## config.mk

```make
export PLATFORM = sky130hd
export DESIGN_NAME = pill_count_display
export DESIGN_NICKNAME = d
export VERILOG_FILES = /design/src/rtl/pill_count_display.sv
export SDC_FILE = /design/constraint.sdc
export NUM_CORES = 1
export LEC_CHECK = 0
export CAP_MARGIN = 20
export CORE_MARGIN = 2
export CORE_UTILIZATION = 53
export CTS_CLUSTER_DIAMETER = 50
export DETAILED_ROUTE_END_ITERATION = 16
export HOLD_SLACK_MARGIN = 0.02
export PLACE_DENSITY = 0.74
export SLEW_MARGIN = 0
export SYNTH_ARGS = -nofsm -noshare
export SYNTH_HDL_FRONTEND = slang
export SYNTH_SLANG_ARGS = --single-unit
```

## constraint.sdc

```tcl
create_clock -name clk -period 2.3 [get_ports clk]
set_clock_uncertainty 0.2 [all_clocks]
set_input_delay 0.345 -clock clk [delete_from_list [all_inputs] [get_ports clk]]
set_output_delay 0.345 -clock clk [all_outputs]
set_load 0.02 [all_outputs]
```

## src/rtl/pill_count_display.sv

```systemverilog
// pill_count_display: converts the 10-bit pill count to BCD with a sequential
// double-dabble engine and scans the result onto a 4-digit seven-segment display.
module pill_count_display #(
  parameter int REFRESH_DIV = 50000
) (
  input  logic        clk,
  input  logic        rst,
  input  logic [9:0]  countp,
  output logic [3:0]  an,
  output logic [6:0]  seg,
  output logic [15:0] bcd,
  output logic        bcd_valid,
  output logic        busy
);

  localparam int SW = $clog2(REFRESH_DIV);
  localparam logic [SW-1:0] SCAN_MAX = SW'(REFRESH_DIV - 1);

  typedef enum logic [1:0] {IDLE, SHIFT, COMMIT} state_t;

  state_t        state_q;
  logic [9:0]    cap_q;
  logic [9:0]    bin_q;
  logic [9:0]    last_q;
  logic [15:0]   work_q;
  logic [3:0]    step_q;
  logic [15:0]   bcd_q;
  logic          bcd_valid_q;
  logic          busy_q;

  logic [SW-1:0] scan_q;
  logic [1:0]    dig_q;
  logic [3:0]    an_q;
  logic [6:0]    seg_q;

  logic [1:0]    msd_d;
  logic [3:0]    nib_d;
  logic          blank_d;

  // Add 3 to every BCD nibble that is 5 or more, ahead of the shift.
  function automatic logic [15:0] add3(input logic [15:0] w);
    logic [15:0] r;
    r = w;
    for (int i = 0; i < 4; i++) begin
      if (w[4*i +: 4] >= 4'd5) r[4*i +: 4] = w[4*i +: 4] + 4'd3;
    end
    return r;
  endfunction

  // Active-low {g,f,e,d,c,b,a} code for one decimal digit; non-decimal blanks.
  function automatic logic [6:0] seg_code(input logic [3:0] d);
    logic [6:0] s;
    case (d)
      4'd0:    s = 7'b1000000;
      4'd1:    s = 7'b1111001;
      4'd2:    s = 7'b0100100;
      4'd3:    s = 7'b0110000;
      4'd4:    s = 7'b0011001;
      4'd5:    s = 7'b0010010;
      4'd6:    s = 7'b0000010;
      4'd7:    s = 7'b1111000;
      4'd8:    s = 7'b0000000;
      4'd9:    s = 7'b0010000;
      default: s = 7'b1111111;
    endcase
    return s;
  endfunction

  // Converter FSM: capture on a count change, 10 shift steps, then commit.
  // NOTE: state registers use non-blocking assignments so every flop samples
  // the pre-edge values; blocking here would chain updates within one edge.
  always_ff @(posedge clk) begin
    if (rst) begin
      state_q     <= IDLE;
      cap_q       <= '0;
      bin_q       <= '0;
      last_q      <= '0;
      work_q      <= '0;
      step_q      <= '0;
      bcd_q       <= '0;
      bcd_valid_q <= 1'b0;
      busy_q      <= 1'b0;
    end else begin
      bcd_valid_q <= 1'b0;
      unique case (state_q)
        IDLE: begin
          if (countp != last_q) begin
            cap_q   <= countp;
            bin_q   <= countp;
            work_q  <= '0;
            step_q  <= '0;
            busy_q  <= 1'b1;
            state_q <= SHIFT;
          end
        end
        SHIFT: begin
          {work_q, bin_q} <= {add3(work_q), bin_q} << 1;
          step_q          <= step_q + 4'd1;
          if (step_q == 4'd9) state_q <= COMMIT;
        end
        COMMIT: begin
          bcd_q       <= work_q;
          last_q      <= cap_q;
          bcd_valid_q <= 1'b1;
          busy_q      <= 1'b0;
          state_q     <= IDLE;
        end
        default: state_q <= IDLE;
      endcase
    end
  end

  // Pick the nibble for the current digit and decide leading-zero blanking.
  // NOTE: every signal gets a default first so no path leaves it unassigned,
  // which would otherwise infer a latch.
  always_comb begin
    msd_d = 2'd0;
    if (bcd_q[15:12] != 4'd0)     msd_d = 2'd3;
    else if (bcd_q[11:8] != 4'd0) msd_d = 2'd2;
    else if (bcd_q[7:4] != 4'd0)  msd_d = 2'd1;
    nib_d   = bcd_q[{dig_q, 2'b00} +: 4];
    blank_d = (dig_q > msd_d);
  end

  // Free-running scan: hold each digit REFRESH_DIV cycles, drive registered an/seg.
  always_ff @(posedge clk) begin
    if (rst) begin
      scan_q <= '0;
      dig_q  <= '0;
      an_q   <= 4'b1111;
      seg_q  <= 7'b1111111;
    end else begin
      if (scan_q == SCAN_MAX) begin
        scan_q <= '0;
        dig_q  <= dig_q + 2'd1;
      end else begin
        scan_q <= scan_q + SW'(1);
      end
      an_q  <= ~(4'b0001 << dig_q);
      seg_q <= blank_d ? 7'b1111111 : seg_code(nib_d);
    end
  end

  assign an        = an_q;
  assign seg       = seg_q;
  assign bcd       = bcd_q;
  assign bcd_valid = bcd_valid_q;
  assign busy      = busy_q;

endmodule

```

==> impl_metrics.yaml, run 1 <==
synthesis:
  syn_avg_cell_area_sq_um: 9.00
  synth_area_sq_mm: 0.00460
  synth_nets: 545
  syn_inst: 511
  synth_ff_type: "dfxtp_1"
  yosysUniqueCellTypes: 50
  synth_area_leaders: "dfxtp_1 (43%), ha_1 (6.0%), nand2_1 (5.8%)"
  synth_seq_cells: 99
  yosysTopAreaCell: "dfxtp_1"
  synth_edf_count: 0
  synth-seq-area-share_pct: 43.1
  ys_warn_count: 0
  async_flop_share_pct: 0
  netlist.area_leader.share_pct: 43.1
final_layout:
  finish.utilization_pct: 66.0
  finalNetCount: 600
  finalInstanceArea_sq_mm: 0.00548
  antenna_cells: 0
  regArea_sq_mm: 0.00198
  multi_input_area_sq_mm: 0.00241
  drive_gt1_share_pct: 13.1
  fill_cells: 705
  syn2layout_area_growth_pct: 19.0
floorplan:
  die_h_microns: 97.2
  ios: 41
  core_sq_mm: 0.00830
  dieArea_sq_mm: 0.00944
  fp.dieW_microns: 97.2
  rows: 33
  start_util_pct: 55.4
setup_path:
  endpoint_kind: "flip-flop"
  r2r_start: "bcd[9]"
  path_cells: "or4_4 -> nor2_2 -> ha_1 -> nor2b_1 -> a2bb2oi_1 -> nor3_2 -> o21ai_1"
  r2r_end: "seg[5]"
  start_kind: "flip-flop"
  slowest_stage: "or4_4"
  r2r_slack_ns: 0.15
  crit_type: "reg2reg"
  cp.required_ns: 2.35
  critPathMaxFanout: 5
  cp.arrival_ns: 2.20
  cpPeakStageDelay_ns: 0.55
  reg2regPathDepth: 7
grt:
  grt_pass1_vias: 3453
  grt-ovfl-total: 0
  grt_max_degree: 39
  antenna_found_initial: 0
  grt.total_usage_pct: 19.9
  grt_pass1_wl_microns: 15600
place:
  hpwl_microns: 6610
  place.gp.congestion: 0.871
  post_dp_cell_area_sq_mm: 0.00525
  port_buffers: 40
timing:
  drv_slew: 0
  tns_ns: 0
  post-route-min-period_ns: 2.15
  finalSetupViolCount: 0
  relSlewSlack_pct: 69.1
  fmax_mhz: 465
  hold_slack_ns: 0.215
  hold_violations: 0
  finalCritPeriodShare_pct: 93.5
  worstMarginPinSlew_ns: 0.464
clock_tree:
  clock_sinks: 99
  cts_buffers: 9
  clockBufferDepth: 2
  path_clk_slew_ns: 0.09
  worstSkewPairLatency_ns: 0.36
  cts_tree: "done"
  h-tree-depth: 3
  root_buffer: "clkbuf_8"
min_path:
  hold_depth: 2
  hp-class: "in2reg"
  worstHoldStart: "rst"
  holdPathEnd: "last_q[1]"
detailed_routing:
  antenna_left: 0
  wl_microns: 9110
  drt-pass1-iter-count: 4
  drt_iter0_markers: 143
  drt-vias-per-instance: 5.46
  route.detailed.drc: 0
  routedWlPerCell_microns: 13.5
  vias: 3689
status:
  outcome: "complete, no violations"
run:
  max_cap_viol_count: 0
power:
  total_power_mw: 3.19
  power_density_mw_per_mm2: 583
  max-vdd-ir-drop_mv: 0.627
  p_leak_nw: 1.99
[cells in the mapped netlist, drive strengths merged, types with 3 or more instances]
master and n:
a211oi 5, a21oi 41, a31oi 4, buf 11, clkbuf 19, dfxtp 99
ha 22, inv 22, mux2 4, mux2i 13, mux4 4, nand2 71
nand2b 32, nand3 8, nand3b 3, nand4 5, nor2 37, nor2b 4
o21ai 14, o221a 9, o22ai 4, o31ai 3, o32ai 7, o41ai 4
or3 11, or4 4, xnor2 21, xor2 11
[sequential cells by signal (all words and copies together) (netlist names)]
register and flops:
last_q 10, dig_q 2, busy 1, work_q 16
an 4, step_q 4, bcd_valid 1, state_q 2
bin_q 10, cap_q 10, seg 7, scan_q 16
bcd 16
[worst max-delay path, delay by kind of cell (launching register included)]
| kind | cells | cell delay, ns |
|---|---|---|
| AOI/OAI and AO/OA | 2 | 0.25 |
| adders and majority gates | 1 | 0.24 |
| DFF | 1 | 0.32 |
| and+or+nand+nor | 4 | 1.03 |
[layout make-up]
class / instances / area share, %
Clock buffer: 13 / 3.09
Clock inverter: 3 / 0.823
Inverter: 22 / 1.51
Multi-Input combinational cell: 360 / 44.1
Sequential cell: 99 / 36.2
Tap cell: 105 / 2.40
Timing Repair Buffer: 74 / 11.9
[where the power goes]
group / switching [mW] / internal [mW]
clock: 0.575 / 0.593
sequential: 0.0278 / 1.76
combinational: 0.121 / 0.119
[per-stage QoR]
stage	std cells	setup slack (ns)
finish	676	0.149
global route	676	-0.0101
CTS	675	0.0655
detailed placement	659	-0.0737
global placement	659	-0.0282
floorplan	511	0.134
[kinds of logic (layout without fill, tap and decap cells)]
logic type | count (synthesis) | count (layout) | synth area share (%)
adder cells (fa/ha/maj) | 22 | 22 | 5.98
buffers and inverters | 52 | 112 | 4.60
AO/OA/AOI/OAI | 97 | 97 | 14.0
flip-flops | 99 | 99 | 43.1
multiplexers | 21 | 21 | 5.77
AND/OR/NAND/NOR | 188 | 188 | 20.5
XOR/XNOR | 32 | 32 | 6.09
[worst max-delay path by stage]
stage	startpoint	end	slack, ns	cells after the start
final	bcd[9]	seg[5]	0.15	7
after global routing	bcd[9]	seg[0]	-0.01	7
after CTS	bcd[8]	seg[5]	0.07	7
after detailed placement	countp[0]	bin_q[9]	-0.07	6
after global placement	countp[2]	bin_q[9]	-0.03	6
after floorplan	bcd[12]	seg[0]	0.13	7
[per-layer routing]
layer / up-vias / wire, microns / track usage (%)
met2: 75 / 4350 / 33.5
met3: 13 / 346 / 5.25
met4: 0 / 167 / 6.50
met5: - / 0 / 0
met1: 1732 / 4250 / 24.9
li1: 1869 / - / -
[layout by cell type (no fill, tap or decap), types with 4 or more instances in the layout]
| cell type | count |
|---|---|
| nand3_1 | 8 |
| o221a_2 | 9 |
| nand2_1 | 71 |
| xnor2_1 | 21 |
| mux2_2 | 4 |
| o22ai_1 | 4 |
| clkbuf_8 | 12 |
| a211oi_1 | 5 |
| xor2_1 | 11 |
| or3_1 | 11 |
| buf_4 | 34 |
| ha_1 | 22 |
| o21ai_1 | 5 |
| mux2i_1 | 13 |
| a21oi_1 | 40 |
| nor2_1 | 36 |
| clkdlybuf4s50_1 | 39 |
| o41ai_1 | 4 |
| mux4_2 | 4 |
| o21ai_0 | 9 |
| a31oi_1 | 4 |
| nand4_1 | 4 |
| o32ai_1 | 7 |
| inv_1 | 22 |
| dfxtp_1 | 98 |
| nand2b_1 | 32 |
| nor2b_1 | 4 |
[what timing repair did]
| item | CTS | global route |
|---|---|---|
| setup endpoints to repair | 0 | 5 |
| hold buffers | 0 | 0 |
| hold endpoints to repair | 0 | 0 |
| resized for setup | 0 | 3 |
| setup buffers | 0 | 1 |
Note: power is estimated with default switching activity, not from simulation.
==> inputs of run 2 (changes only) <==
--- a/config.mk
+++ b/config.mk
@@ -10,6 +10,7 @@
 export CORE_UTILIZATION = 53
 export CTS_CLUSTER_DIAMETER = 50
 export DETAILED_ROUTE_END_ITERATION = 16
+export GPL_ROUTABILITY_DRIVEN = 0
 export HOLD_SLACK_MARGIN = 0.02
 export PLACE_DENSITY = 0.74
 export SLEW_MARGIN = 0
==> results of run 2 <==
Same layout as run 1: the final DEF is identical, and so are final timing and power.
==> inputs of run 3 (changes only) <==
--- a/config.mk
+++ b/config.mk
@@ -6,13 +6,14 @@
 export NUM_CORES = 1
 export LEC_CHECK = 0
 export CAP_MARGIN = 20
+export CELL_PAD_IN_SITES_DETAIL_PLACEMENT = 1
+export CELL_PAD_IN_SITES_GLOBAL_PLACEMENT = 2
 export CORE_MARGIN = 2
-export CORE_UTILIZATION = 53
+export CORE_UTILIZATION = 36
 export CTS_CLUSTER_DIAMETER = 50
 export DETAILED_ROUTE_END_ITERATION = 16
-export GPL_ROUTABILITY_DRIVEN = 0
 export HOLD_SLACK_MARGIN = 0.02
-export PLACE_DENSITY = 0.74
+export PLACE_DENSITY_LB_ADDON = 0.1
 export SLEW_MARGIN = 0
 export SYNTH_ARGS = -nofsm -noshare
 export SYNTH_HDL_FRONTEND = slang
==> run 3 against run 2 <==
Against the previous run:
- first-iteration DRC count shrank 1.4%
- cell area up 3.9%
- largest power group unchanged
- count of clock-buffer cells in the layout shrank 2
- hold slack got worse by 0.026 ns
- register-to-register slack got worse by 0.07 ns
- wire length grew 20%
- die area is 45% higher
- critical path depth increased by 1
- sequential share of layout area shrank 1.4 points
==> impl_metrics.yaml, run 3 (synthesis gave the netlist of run 1 again) <==
status:
  outcome: "complete, no violations"
clock_tree:
  root_buffer: "clkbuf_16"
  path_clk_slew_ns: 0.07
  worstSkewPairLatency_ns: 0.35
  clockBufferDepth: 2
  clock_sinks: 99
  hold_buffers: 0
  h-tree-depth: 3
  cts_tree: "done"
  cts_buffers: 9
detailed_routing:
  antenna_left: 0
  drt_iter0_markers: 141
  drt-pass1-iter-count: 4
  wl_microns: 11000
  route.detailed.drc: 0
  routedWlPerCell_microns: 14.7
  vias: 3704
  drt-vias-per-instance: 4.95
run:
  max_cap_viol_count: 0
timing:
  relSlewSlack_pct: 74.4
  drv_slew: 0
  post-route-min-period_ns: 2.22
  finalCritPeriodShare_pct: 96.5
  hold_violations: 0
  tns_ns: 0
  fmax_mhz: 451
  finalSetupViolCount: 0
  worstMarginPinSlew_ns: 0.383
  rsz0062_at_grt: "false"
setup_path:
  start_kind: "flip-flop"
  crit_buf_inv: 1
  cpPeakStageDelay_ns: 0.57
  critical-path-top-delay-family: "simple AND/OR/NAND/NOR gates"
  cp.arrival_ns: 2.26
  critPathMaxFanout: 5
  cp.required_ns: 2.34
  slowest_stage: "or4_1"
  endpoint_kind: "flip-flop"
  crit_type: "reg2reg"
  path_cells: "or4_1 -> nor2_1 -> ha_1 -> nor2b_1 -> a2bb2oi_2 -> nor3_2 -> buf_4 -> o21ai_1"
final_layout:
  antenna_cells: 0
  finalNetCount: 605
  layout_commonest_cell: "dfxtp_1"
  stdcell_count: 748
  regArea_sq_mm: 0.00198
  drive_gt1_share_pct: 13.5
  multi_input_area_sq_mm: 0.00241
  fill_cells: 1467
  syn2layout_area_growth_pct: 23.7
  layout_common_cells: "dfxtp_1 (99), nand2_1 (71), a21oi_1 (40), clkdlybuf4s50_1 (39), nor2_1 (37)"
floorplan:
  core_sq_mm: 0.0126
  rows: 41
  die_h_microns: 117
  dieArea_sq_mm: 0.0137
  start_util_pct: 36.6
  fp.dieW_microns: 117
  ios: 41
min_path:
  hp-class: "in2reg"
power:
  total_power_mw: 3.46
  power_density_mw_per_mm2: 608
  combPwrFrac_pct: 7.4
  p_switching_mw: 0.815
  p_sw_share_pct: 23.6
  p_leak_nw: 2.07
  pwr-share-seq_pct: 51.6
  power_frac_clock_pct: 40.9
  max-vdd-ir-drop_mv: 0.449
  intPower_mw: 2.64
grt:
  grt_max_degree: 66
  grt_pass1_wl_microns: 18800
  grt-ovfl-total: 0
  grt.total_usage_pct: 17.6
  grt_pass1_vias: 3744
  antenna_found_initial: 0
place:
  port_buffers: 40
  placedCellCount: 731
  hpwl_microns: 8060
  place.gp.congestion: 0.748
==> run 3: changes by cell type in the layout (fill, tap and decap cells not counted), sizes merged <==
cell      delta
clkbuf       -2
clkinvlp     -2
bufinv       -1
clkinv       +5
buf          +5
==> run 3: timing repair <==
action,4_1_cts,5_1_grt
resized for setup,0,1
buffers inserted,0,1
cloned,0,0
endpoints found under the setup margin,1,5
pin swaps,1,1
==> run 3: final cells by class <==
class	count	area share (%)
Tap cell	172	3.78
Multi-Input combinational cell	360	42.4
Timing Repair Buffer	79	12.8
Clock inverter	5	0.506
Sequential cell	99	34.8
Inverter	22	1.45
Clock buffer	11	4.27
==> run 3: layer usage <==
metal | GRT usage [%] | vias up | share of wire [%] | wire length, microns
met4 | 6.59 | 0 | 1.7 | 181
met3 | 2.83 | 10 | 2.2 | 238
met1 | 22.9 | 1776 | 49 | 5380
met2 | 29.3 | 45 | 47 | 5170
li1 | - | 1873 | - | -
met5 | 0 | - | 0 | 0
==> run 3: worst paths after layout <==
| kind | to | slack (ns) | depth (start not counted) | start |
|---|---|---|---|---|
| worst min-delay path | work_q[15] | 0.19 | 2 | rst |
| worst min register to register | bcd[13] | 0.25 | 2 | work_q[13] |
| worst max-delay path | seg[0] | 0.08 | 8 | bcd[12] |
| worst max register to register | seg[0] | 0.08 | 8 | bcd[12] |
==> run 3: power by group through the flow <==
stage	Combinational (mW)	Clock, mW	Sequential, mW
floorplan	0.142	0	1.83
detailed placement	0.261	0	1.82
global placement	0.256	0	1.82
finish	0.258	1.42	1.79
CTS	0.262	1.46	1.79
global route	0.289	1.54	1.79
==> run 3: stage by stage <==
| step | util [%] | worst slack (ns) | hold WS [ns] | instance area (sq um) |
|---|---|---|---|---|
| CTS | 45.2 | 0.0341 | 0.190 | 5680 |
| finish | 45.3 | 0.0807 | 0.189 | 5690 |
| global route | 45.3 | 0.00931 | 0.225 | 5690 |
| global placement | 43.0 | -0.0702 | 0.245 | 5410 |
| detailed placement | 43.0 | -0.154 | 0.254 | 5410 |
| floorplan | - | 0.134 | 0.226 | 4600 |
==> RTL edit 1: new RTL, config.mk and constraints of run 2 <==
Add an input register stage for `countp`, without a reset; this delays it by one clock.
--- a/src/rtl/pill_count_display.sv
+++ b/src/rtl/pill_count_display.sv
@@ -18,4 +18,10 @@
 
   typedef enum logic [1:0] {IDLE, SHIFT, COMMIT} state_t;
+
+  logic [9:0] countp_q;
+
+  always_ff @(posedge clk) begin
+    countp_q <= countp;
+  end
 
   state_t        state_q;
@@ -85,7 +91,7 @@
       unique case (state_q)
         IDLE: begin
-          if (countp != last_q) begin
-            cap_q   <= countp;
-            bin_q   <= countp;
+          if (countp_q != last_q) begin
+            cap_q   <= countp_q;
+            bin_q   <= countp_q;
             work_q  <= '0;
             step_q  <= '0;
Function: changed (a bounded check fails within 4 cycles, from zero or initial values and one cycle with rst high).
==> RTL edit 1 against run 2 <==
Non-clock buffer count down 21; final area down 1.3%; synthesized area up 3.0%; largest power group unchanged; worst setup slack worse by 0.065 ns; wire length up 3.0%; power up 4.2%; sequential cell count up 10.
==> RTL edit 1: results (changes against run 2) <==
stage;metric;value;unit;change
logic_synthesis;ys_types;45;;was 50
min_path;min_from;countp[9];;was rst
cells_and_area;instances_no_fill;675;;was 676
logic_synthesis;seq_area_frac_synth;0.460;;was 0.431
critical_path;arrival;2.28;ns;was 2.20 ns
power;p_leak;1.93;nW;was 1.99 nW
placement;dp_cells;658;;was 659
power;peakVddDrop;380;uV;was 627 uV
sta;post-route-period-util;0.964;;was 0.935
logic_synthesis;muxShareOfSynthArea;0.0253;;was 0.0577
clock_network;clkTransAtPathRegs;0.11;ns;was 0.09 ns
global_routing;track_usage;0.204;;was 0.199
route;wl_per_cell;13.9;microns;was 13.5 microns
cells_and_area;fillers;752;;was 705
logic_synthesis;synthTopCellsByCount;109 x dfxtp_1, 92 x nand2_1, 53 x a21oi_1, 53 x nor2_1, 30 x xnor2_1;;was 99 x dfxtp_1, 71 x nand2_1, 40 x a21oi_1
cells_and_area;drive_above_1_share;0.102;;was 0.131
global_routing;met1_usage;0.269;;was 0.249
power;p_seq_frac;0.594;;was 0.559
logic_synthesis;synth-compound-area-share;0.141;;was 0.140
global_routing;grt_use_met3;0.0305;;was 0.0525
min_path;hold_path_depth;1;;was 2
critical_path;cp-startpoint;bcd[8];;was bcd[9]
placement;dp_worst_setup_slack;0.0256;ns;was -0.0737 ns
logic_synthesis;syn_area_per_cell;8.98;sq um;was 9.00 sq um
status;status;completed;;unchanged
sta;worst_slew_pin_slew;0.883;ns;was 0.464 ns
power;p_sw_frac;0.253;;was 0.227
logic_synthesis;synth-xor-area-share;0.0702;;was 0.0609
==> RTL edit 1: kinds of logic after synthesis <==
logic type	after synthesis
DFF	109
muxes	7
and+or+nand+nor	201
adders and majority gates	22
AOI/OAI and AO/OA	98
xor gates and xnor gates	38
buffers and inverters	53
==> RTL edit 1: worst max-delay path, cell delays in order, from the launching register on <==
cell and delay [ns]:
dfxtp_1 0.35, or4_1 0.57, nor2_1 0.14, ha_1 0.26, a21o_1 0.17, a21oi_2 0.15
and2_4 0.18, o21ai_0 0.08
==> RTL edit 1: area by class of cell <==
| class | count | area, sq um | area share |
|---|---|---|---|
| multi-input combinational | 366 | 2310 | 0.428 |
| tap | 108 | 135 | 0.0250 |
| timing repair buffer | 53 | 495 | 0.0917 |
| clock buffer | 10 | 138 | 0.0255 |
| clock inverter | 6 | 53.8 | 0.00996 |
| inverter | 23 | 86.3 | 0.0160 |
| sequential | 109 | 2180 | 0.404 |
==> RTL edit 2: new RTL, settings of run 2 <==
Made on the original files. Change the parameter `REFRESH_DIV` from 50000 to 25000.
--- a/src/rtl/pill_count_display.sv
+++ b/src/rtl/pill_count_display.sv
@@ -2,5 +2,5 @@
 // double-dabble engine and scans the result onto a 4-digit seven-segment display.
 module pill_count_display #(
-  parameter int REFRESH_DIV = 50000
+  parameter int REFRESH_DIV = 25000
 ) (
   input  logic        clk,
Behaviour: same outputs for any inputs over 10 cycles, from zero or initial values and one cycle with rst high; that may be too few to reach the edited logic, so the function may still have changed.
==> RTL edit 2 against run 2 <==
Sequential cell count is 1 lower; worst setup slack worse by 0.023 ns; via count is 3.2% lower; count of clock-buffer cells in the layout is 3 lower; power is 1.2% lower; final area is 1.8% lower; combinational power hardly changed; wire length is 0.93% higher; critical path depth stayed put; synthesized area is 1.7% lower; critical path type unchanged; largest cell class unchanged.
==> RTL edit 2: results (changes against run 2) <==
stage;metric;value;unit;change
status;status;completed;;unchanged
route;drt_iter0_markers;164;;was 143
logic_synthesis;syn-instance-count;500;;was 511
logic_synthesis;seq_area_frac_synth;0.434;;was 0.431
placement;dp_worst_setup_slack;-0.0194;ns;was -0.0737 ns
placement;placed_cell_area;0.00517;sq mm;was 0.00525 sq mm
placement;dp_hpwl;6.61;mm;about the same
cells_and_area;drive_above_1_share;0.129;;was 0.131
cells_and_area;fillers;697;;was 705
logic_synthesis;synthesis.nets;534;;was 545
cells_and_area;area_delta_synth_final;18.9;%;was 19.0%
critical_path;arrival;2.22;ns;was 2.20 ns
clock_network;clkTransAtPathRegs;0.09;ns;about the same
power;p_leak;1.94;nW;was 1.99 nW
global_routing;track_usage;0.210;;was 0.199
route;wl_per_cell;13.8;microns;was 13.5 microns
critical_path;critPathKind;reg -> reg;;unchanged
route;via_count;3570;;was 3689
power;power_per_cell_area;587;mW/mm^2;was 583 mW/mm^2
critical_path;cp_slowest_cell;or4_4;;unchanged
min_path;hold_class;in -> reg;;unchanged
global_routing;grt_pass1_wl;15.3;mm;was 15.6 mm
global_routing;first_global_vias;3382;;was 3453
global_routing;antenna_found_initial;0;;unchanged
logic_synthesis;synthTopCellsByCount;98 x dfxtp_1, 69 x nand2_1, 38 x nor2_1;;was 99 x dfxtp_1, 71 x nand2_1, 40 x a21oi_1
cells_and_area;fin_nets;588;;was 600
cells_and_area;instances_no_fill;664;;was 676
logic_synthesis;synth_area_leaders;dfxtp_1 43%, ha_1 6.1%, nand2_1 5.7%, xnor2_1 5.4%, nand2b_1 4.4%;;was dfxtp_1 43%, ha_1 6.0%, nand2_1 5.8%, a21oi_1 4.4%, nand2b_1 4.4%
power;clk-power;1.15;mW;
sta;max_slew_margin;0.741;;was 0.691
logic_synthesis;ys_types;44;;was 50
power;p_seq_frac;0.561;;was 0.559
power;peakVddDrop;303;uV;was 627 uV
power;power_switching;764;uW;was 724 uW
global_routing;grt_max_degree;45;;was 39
min_path;min_from;rst;;unchanged
critical_path;cp_top_family;simple AND/OR/NAND/NOR gates;;unchanged
critical_path;rr_startpoint;bcd[8];;was bcd[9]
placement;dp_cells;648;;was 659
-- RTL edit 2: worst paths after layout --
path | endpoint | slack, ns | cells past startpoint
max | seg[0] | 0.13 | 7
min | dig_q[1] | 0.19 | 2
max reg2reg | seg[0] | 0.13 | 7
min reg2reg | last_q[5] | 0.26 | 2
-- RTL edit 2: cells by family after synthesis --
group           after synthesis  share of synthesized area
flops                        98                      0.434
simple gates                183                      0.201
fa+ha+maj                    22                     0.0609
xor+xnor                     35                     0.0678
buf+inv                      54                     0.0490
mux                          23                     0.0633
compound gates               85                      0.125
-- RTL edit 2: cell type report --
type | instances | area share
multi-input cells | 348 | 0.436
inverters | 26 | 0.0181
clock inverters | 6 | 0.0119
repair buffers | 71 | 0.119
flip-flops and latches | 98 | 0.365
well taps | 105 | 0.0244
clock buffers | 10 | 0.0256
-- RTL edit 2: metal layers --
layer,global-route usage,part of all wire
met2,0.369,0.48
met1,0.258,0.47
met4,0.0880,0.020
met5,0,0
met3,0.0279,0.029
